==> src/rtl/instr_encoder.sv <==
// Instruction encoder and program-write engine: packs legal field-level requests
// into MIPS words, buffers them, and streams them to instruction memory.
module instr_encoder #(
  parameter int                DEPTH     = 4,
  parameter int                ADDR_W    = 32,
  parameter logic [ADDR_W-1:0] BASE_ADDR = '0
) (
  input  logic              clk_i,
  input  logic              rst_i,
  input  logic              req_valid_i,
  output logic              req_ready_o,
  input  logic [1:0]        kind_i,
  input  logic [5:0]        op_i,
  input  logic [4:0]        rs_i,
  input  logic [4:0]        rt_i,
  input  logic [4:0]        rd_i,
  input  logic [4:0]        shamt_i,
  input  logic [5:0]        funct_i,
  input  logic [15:0]       imm_i,
  input  logic [25:0]       target_i,
  output logic              wr_valid_o,
  input  logic              wr_ready_i,
  output logic [ADDR_W-1:0] wr_addr_o,
  output logic [31:0]       wr_data_o,
  output logic              err_o,
  output logic [15:0]       word_cnt_o
);

  localparam int PTR_W = (DEPTH > 1) ? $clog2(DEPTH) : 1;
  localparam int CNT_W = PTR_W + 1;
  localparam logic [CNT_W-1:0] DEPTH_C = CNT_W'(DEPTH);

  logic [31:0]       mem_q [DEPTH];
  logic [PTR_W-1:0]  headPtr_q, headPtr_d;
  logic [PTR_W-1:0]  tailPtr_q, tailPtr_d;
  logic [CNT_W-1:0]  count_q, count_d;
  logic [ADDR_W-1:0] addr_q, addr_d;
  logic [15:0]       wordCnt_q, wordCnt_d;
  logic              err_q, err_d;

  logic        isLegal;
  logic [31:0] encWord;
  logic        reqAccept;
  logic        doPush;
  logic        doPop;

  // Legality mirrors exactly what the datapath decoder supports.
  always_comb begin
    isLegal = 1'b0;
    encWord = '0;
    case (kind_i)
      2'd0: begin
        isLegal = (op_i == 6'd0);
        encWord = {6'd0, rs_i, rt_i, rd_i, shamt_i, funct_i};
      end
      2'd1: begin
        isLegal = (op_i == 6'd8) || (op_i == 6'd10) || (op_i == 6'd4);
        encWord = {op_i, rs_i, rt_i, imm_i};
      end
      2'd2: begin
        isLegal = (op_i == 6'd2) || (op_i == 6'd3);
        encWord = {op_i, target_i};
      end
      default: begin
        isLegal = 1'b0;
        encWord = '0;
      end
    endcase
  end

  assign req_ready_o = (count_q < DEPTH_C);
  assign wr_valid_o  = (count_q != '0);
  assign wr_data_o   = mem_q[headPtr_q];
  assign wr_addr_o   = addr_q;
  assign err_o       = err_q;
  assign word_cnt_o  = wordCnt_q;

  assign reqAccept = req_valid_i && req_ready_o;
  assign doPush    = reqAccept && isLegal;
  assign doPop     = wr_valid_o && wr_ready_i;

  always_comb begin
    headPtr_d = headPtr_q;
    tailPtr_d = tailPtr_q;
    count_d   = count_q;
    addr_d    = addr_q;
    wordCnt_d = wordCnt_q;
    err_d     = reqAccept && !isLegal;
    if (doPush) begin
      tailPtr_d = tailPtr_q + PTR_W'(1);
    end
    if (doPop) begin
      headPtr_d = headPtr_q + PTR_W'(1);
      addr_d    = addr_q + ADDR_W'(4);
      wordCnt_d = wordCnt_q + 16'd1;
    end
    case ({doPush, doPop})
      2'b10:   count_d = count_q + CNT_W'(1);
      2'b01:   count_d = count_q - CNT_W'(1);
      default: count_d = count_q;
    endcase
  end

  // Storage is cleared on reset so the head reads as zero while empty.
  always_ff @(posedge clk_i or negedge rst_i) begin
    if (!rst_i) begin
      headPtr_q <= '0;
      tailPtr_q <= '0;
      count_q   <= '0;
      addr_q    <= BASE_ADDR;
      wordCnt_q <= '0;
      err_q     <= 1'b0;
      for (int i = 0; i < DEPTH; i++) begin
        mem_q[i] <= '0;
      end
    end else begin
      headPtr_q <= headPtr_d;
      tailPtr_q <= tailPtr_d;
      count_q   <= count_d;
      addr_q    <= addr_d;
      wordCnt_q <= wordCnt_d;
      err_q     <= err_d;
      if (doPush) begin
        mem_q[tailPtr_q] <= encWord;
      end
    end
  end

endmodule

==> config.mk <==
export PLATFORM = sky130hd
export DESIGN_NAME = instr_encoder
export DESIGN_NICKNAME = d
export VERILOG_FILES = /design/src/rtl/instr_encoder.sv
export SDC_FILE = /design/constraint.sdc
export NUM_CORES = 1
export LEC_CHECK = 0
export BUFFER_PORTS_ARGS = -buffer_cell sky130_fd_sc_hd__buf_2
export CORE_ASPECT_RATIO = 1.75
export CORE_MARGIN = 4
export CORE_UTILIZATION = 56
export DETAILED_ROUTE_END_ITERATION = 6
export PLACE_DENSITY = 0.81
export SYNTH_ARGS = -nofsm -noshare
export SYNTH_HDL_FRONTEND = slang
export SYNTH_SLANG_ARGS = --single-unit
==> constraint.sdc <==
create_clock -name clk_i -period 2.65 [get_ports clk_i]
set_input_delay 0.3975 -clock clk_i [delete_from_list [all_inputs] [get_ports clk_i]]
set_output_delay 0.3975 -clock clk_i [all_outputs]
set_load 0.005 [all_outputs]
==> results.ini, run 1 <==
[setup_path]
crit_chain = buf_4 > mux4_2 > buf_2
cp-start-kind = flop
rrSetupSlack_ns = 0.49
critPathKind = flop to output port
cp.required_ns = 2.25
timing.rr.end = count_q[2]
startpoint = headPtr_q[0]
cp_slowest_cell = mux4_2
crit-reg2reg-launch = count_q[2]
end_kind = output port
critical_path_peak_fanout = 17
endpoint = wr_data_o[24]
slowest_delay_ns = 0.59
cp.arrival_ns = 1.85
reg2reg_depth = 8

[timing]
whs_ns = -0.0284
maxSlewHeadroom = 0.192
tightest_slew_ns = 1.21
fmax_mhz = 445
min_period_ns = 2.25
hold_viol = 5
finalClockSkew_ns = 0.0110
min_period_over_period = 0.849
setup_viol = 0
rsz0062_at_grt = false
drv_slew = 0
fin_setup_tns_ns = 0
setup_ws_ns = 0.401

[route]
wirelength_um = 19400
drt-wirelength-per-cell_um = 19.4
vias_per_cell = 5.63
antenna_left = 0
drt_iter0_markers = 216
drc = 0
firstDrtPassIters = 7
vias = 5643

[global_route]
grt_pass1_wl_um = 31400
grt_max_degree = 73
grt_use_total = 0.236
grt_pass1_vias = 6176
grt-ovfl-total = 0
antenna_found_initial = 0

[die]
fp.dieArea_um2 = 17300
start_util = 0.571
die_w_um = 101
io_pins = 163
die_h_um = 171
core_um2 = 14800
rows = 59

[placement]
dpl_worst_slack_ns = 0.112
portBuffers = 160
dpl.hpwl_um = 13800
dpl.cell_count = 969
routabilityCongestion = 0.839

[clocking]
clk_pin_slew_ns = 0.07
htree_levels = 4
cts_root_buf = clkbuf_16
cts_tree = done
cts_sinks = 182
cts_hold_buf = 0
cts_buffer_depth = 2
clk_latency_ns = 0.42
cts.repair.resized = 0
post_cts_buffers = 0
numCtsBuffers = 17

[pwr]
pwr-share-comb = 0.195
power_frac_clock = 0.349
power_density_nw_per_um2 = 714
switching_share = 0.288
seq_power_share = 0.456
total_power_w = 0.00728
p_leak_nw = 5.33
p_sw_w = 0.00209
peakVddDrop_mv = 0.544
p_int_w = 0.00518

[logic_synthesis]
synthCells = 635
synth_edf_count = 0
syn_area_per_cell_um2 = 13.4
seq_area_frac_synth = 0.537
yosysMostFrequentCell = dfrtp_1
synth-seq-cells = 182
synthArstFlopShare = 1.00
yosysTopAreaCell = dfrtp_1
synth_top_area_share = 0.537
synthTopCellsByCount = 182 x dfrtp_1, 112 x mux2_1, 49 x nand2_1
synth.cell_area_um2 = 8480
synth_area_leaders = dfrtp_1 54%, mux2_1 15%, mux4_2 8.5%
ys.flop_type = dfrtp_1
yosys_warnings = 0
synth_cell_types = 37

[job]
drv_cap = 0

[finish]
fin_util = 0.687
syn_to_final_growth_pct = 20.1
fin_nets = 893
layout-drive-gt1-share = 0.318
nFillCells = 1053
seq_area_um2 = 4560
multi_input_area_um2 = 3720
layoutNonFillerInstCount = 1002

[run_status]
violations = negative hold slack
outcome = complete, but fails checks

[worst_hold_path]
min_path_type = input port to asynchronous set/reset pin

[power by group through the flow]
stage / clock (W) / sequential (W) / combinational (W)
after floorplan: 0 / 0.00325 / 0.000944
after global placement: 0 / 0.00334 / 0.00139
after detailed placement: 0 / 0.00336 / 0.00145
after CTS: 0.00258 / 0.00331 / 0.00145
after global routing: 0.00271 / 0.00335 / 0.00158
final: 0.00254 / 0.00332 / 0.00142
[through the flow]
step,area (µm²),hold slack (ns)
2_1_floorplan,8480,0.102
3_3_place_gp,9590,0.440
3_5_place_dp,9590,0.452
4_1_cts,10200,0.00338
5_1_grt,10200,0.0000596
6_report,10200,-0.0284
[cell type report]
class,count,share of cell area
clock inverter,14,0.0157
multi-input combinational,400,0.365
clock buffer,18,0.0431
inverter,21,0.00774
sequential,182,0.447
tap,183,0.0225
antenna,1,0.000246
timing repair buffer,183,0.0986
[sequential cells by signal, indices dropped and copies added (netlist names)]
name,cells
count_q,3
err_o,1
headPtr_q,2
mem_q,128
tailPtr_q,2
word_cnt_o,16
wr_addr_o,30
[layer usage]
metal  GRT usage  vias up  share of wire
li1            -     2591              -
met1       0.274     2847           0.37
met2       0.430      182           0.55
met3      0.0469       23          0.054
met4      0.0822        0          0.021
met5           0        -              0
[kinds of logic after synthesis]
group	Yosys count	share of synthesized area
AOI/OAI and AO/OA	33	0.0242
xor gates and xnor gates	51	0.0527
adders and majority gates	8	0.0127
buffers and inverters	54	0.0254
DFF	182	0.537
muxes	170	0.266
other	1	0.000442
and+or+nand+nor	136	0.0817
[critical path, delay by kind of cell, from the launching register on]
kind	cells	cell delay (ns)
mux	1	0.59
buf+inv	2	0.48
flops	1	0.36
[how the worst min path moves through the flow]
stage | start | endpoint | slack [ns] | cells past startpoint
after floorplan | rst_i | count_q[0] | 0.10 | 0
after CTS | rst_i | word_cnt_o[0] | 0.003 | 1
after detailed placement | rst_i | word_cnt_o[0] | 0.45 | 1
after global placement | rst_i | word_cnt_o[1] | 0.44 | 1
final | rst_i | word_cnt_o[0] | -0.03 | 1
after global routing | rst_i | word_cnt_o[0] | 0.00006 | 1
[cells in the final DEF, fill, tap and decap left out, types with 3 or more instances in the layout]
cell type and instances:
buf_4 21, ha_1 7, nand3_1 12, mux4_2 32, mux2_2 9, inv_6 6, xnor2_1 41, mux2i_1 17
buf_2 159, nand2_1 49, inv_1 20, clkinvlp_4 3, dfrtp_1 180, and4_1 3, mux2_1 112, o21ai_0 25
nor3_1 5, and3_1 4, and2_1 19, nor4_1 5, or3_1 4, nand4_1 22, clkbuf_16 17, xor2_1 10
nor2_1 9
No activity file was read; power rests on OpenSTA's default activity.
==> run 2, diff against run 1 <==
CORE_UTILIZATION = 50   (was 56)
PLACE_DENSITY = 0.76   (was 0.81)
clock period = 1.9 ns   (was 2.65 ns; I/O delays follow)
==> run 2 against run 1 <==
The run ends with negative setup slack left. Hold slack better by 0.31 ns. Clock skew down 0.0025 ns. Utilization decreased by 1.9 points. Clock power is 40% higher. Count of clock-buffer cells in the layout up 1. Total power rose by 49%. Via count grew 2.6%. Flip-flop and latch count stayed put. Sequential power increased by 39%. Critical path depth up 1. Die area is 11% higher. Sequential share of layout area decreased by 3.4 points. Highest routed layer unchanged.
==> results.ini, run 2 (synthesized netlist as in run 1, its figures left out) <==
[clocking]
cts_sinks = 182  ; unchanged
htree_levels = 4  ; unchanged
numCtsBuffers = 17  ; unchanged
cts_tree = done
cts_buffer_depth = 2  ; unchanged
clk_latency_ns = 0.42  ; about the same
clk_pin_slew_ns = 0.07  ; about the same
cts_root_buf = clkbuf_16

[global_route]
grt-ovfl-total = 0  ; unchanged
gr-max-usage-layer = met2
use_met1 = 0.261  ; -0.0123
grt_pass1_vias = 6385  ; +3.4%
grt_use_met2 = 0.411  ; -0.0189
grt_use_total = 0.223  ; -0.0134
grt_pass1_wl_um = 33800  ; +7.7%
antenna_found_initial = 0  ; unchanged
grt_max_degree = 54  ; -26%
met3_usage = 0.0416  ; -0.00533

[timing]
tightest_slew_ns = 0.687  ; -0.519 ns
min_period_ns = 2.07
min_period_over_period = 1.09
maxSlewHeadroom = 0.541  ; +0.349
whs_ns = 0.279  ; +0.307 ns
hold_viol = 0  ; -5
finalClockSkew_ns = 0.00846  ; -0.00252 ns
rsz0062_at_grt = true
setup_ws_ns = -0.166  ; -0.567 ns
drv_slew = 0  ; unchanged
fmax_mhz = 484
setup_viol = 32  ; +32

[setup_path]
critical_path_peak_fanout = 7  ; -10
critPathKind = flop to output port
cp-start-kind = flop
cp.arrival_ns = 1.78  ; -0.07 ns
end_kind = output port
cp.required_ns = 1.62  ; -0.63 ns

[finish]
seq_area_um2 = 4560  ; unchanged
mostFrequentLayoutCell = dfrtp_1
regMostFlops = mem_q
mostFrequentLayoutCells = 180 x dfrtp_1, 156 x buf_2, 112 x mux2_4, 49 x nand2_1, 41 x xnor2_1
n_antenna_cell = 0  ; -1
fin_nets = 917  ; +2.7%
multi_input_area_um2 = 4180  ; +12%
largest_register_ff_count = 128  ; unchanged
layout-drive-gt1-share = 0.475  ; +0.157
syn_to_final_growth_pct = 30.1
fin_util = 0.668  ; -0.0188
nFillCells = 1165  ; +11%

[die]
fp.dieArea_um2 = 19200  ; +11%
die_h_um = 180  ; +5.6%
rows = 62  ; +5.1%
die_w_um = 106  ; +5.4%
core_um2 = 16500  ; +11%
io_pins = 163  ; unchanged
start_util = 0.513  ; -0.0583

[run_status]
violations = negative setup slack
outcome = complete, but fails checks

[worst_hold_path]
min_path_type = input port to flop

[route]
wirelength_um = 21100  ; +8.8%
vias = 5787  ; +2.6%
antenna_left = 0  ; unchanged
firstDrtPassIters = 4  ; -3
drc = 0  ; unchanged
vias_per_cell = 5.43  ; -3.6%
drt_iter0_markers = 255  ; +18%
drt-wirelength-per-cell_um = 19.8  ; +2.3%

[placement]
dpl.hpwl_um = 14700  ; +6.7%
portBuffers = 160  ; unchanged
routabilityCongestion = 0.839  ; about the same

[pwr]
peakVddDrop_mv = 0.624  ; +15%
power_frac_clock = 0.329  ; -0.020
p_int_w = 0.00772  ; +49%
seq_power_share = 0.425  ; -0.031
p_leak_nw = 5.83  ; +9.3%
switching_share = 0.288  ; +0.000344
total_power_w = 0.0108  ; +49%
power_density_nw_per_um2 = 983  ; +38%
pwr-share-comb = 0.247  ; +0.052
p_sw_w = 0.00312  ; +49%

[job]
drv_cap = 0  ; unchanged

-- run 2: critical path, stage by stage, from the launching register on --
cell and delay, ns:
dfrtp_2 0.40, buf_4 0.15, buf_12 0.14, mux4_2 0.52, buf_2 0.15
-- run 2: final timing paths --
path	from	to	slack, ns	depth (start not counted)
max	headPtr_q[0]	wr_data_o[24]	-0.17	4
min	wr_ready_i	word_cnt_o[0]	0.28	4
max reg2reg	count_q[2]	mem_q[51]	0.07	6
min reg2reg	wr_addr_o[31]	wr_addr_o[31]	0.48	1
max in group asynchronous	rst_i	mem_q[100]	0.79	3
min in group asynchronous	rst_i	wr_addr_o[29]	0.37	2
-- run 2: stage by stage --
stage | instances | worst slack, ns | area, µm² | TNS (ns)
after detailed placement | 1025 | -0.329 | 10200 | -33.86
final | 1066 | -0.166 | 11000 | -4.49
after floorplan | 636 | -0.253 | 9020 | -12.69
after CTS | 1058 | -0.202 | 10900 | -4.62
after global routing | 1066 | -0.219 | 11000 | -6.31
after global placement | 1025 | -0.269 | 10200 | -29.13
-- run 2: per-layer routing --
layer / up-vias / wire length, µm
li1: 2635 / -
met1: 2978 / 8090
met2: 154 / 11900
met3: 20 / 838
met4: 0 / 299
met5: - / 0
-- run 2: area by class of cell --
cell class / count / share of cell area
timing repair buffer: 207 / 0.122
sequential: 182 / 0.413
inverter: 21 / 0.00714
clock buffer: 19 / 0.0392
tap: 224 / 0.0254
multi-input combinational: 400 / 0.379
clock inverter: 13 / 0.0144
-- run 2: what timing repair did --
item                       in CTS  in global routing
hold buffers                    1                  0
cloned                          0                  3
resized for setup               4                  8
buffers inserted                0                  5
pin swaps                       0                  1
setup endpoints to repair      36                 60
hold endpoints to repair       42                  0
-- run 2: power groups by stage --
stage / sequential, W / combinational, W / clock, W
finish: 0.00460 / 0.00267 / 0.00356
global route: 0.00465 / 0.00291 / 0.00381
CTS: 0.00461 / 0.00239 / 0.00365
detailed placement: 0.00467 / 0.00237 / 0
global placement: 0.00464 / 0.00231 / 0
floorplan: 0.00454 / 0.00145 / 0
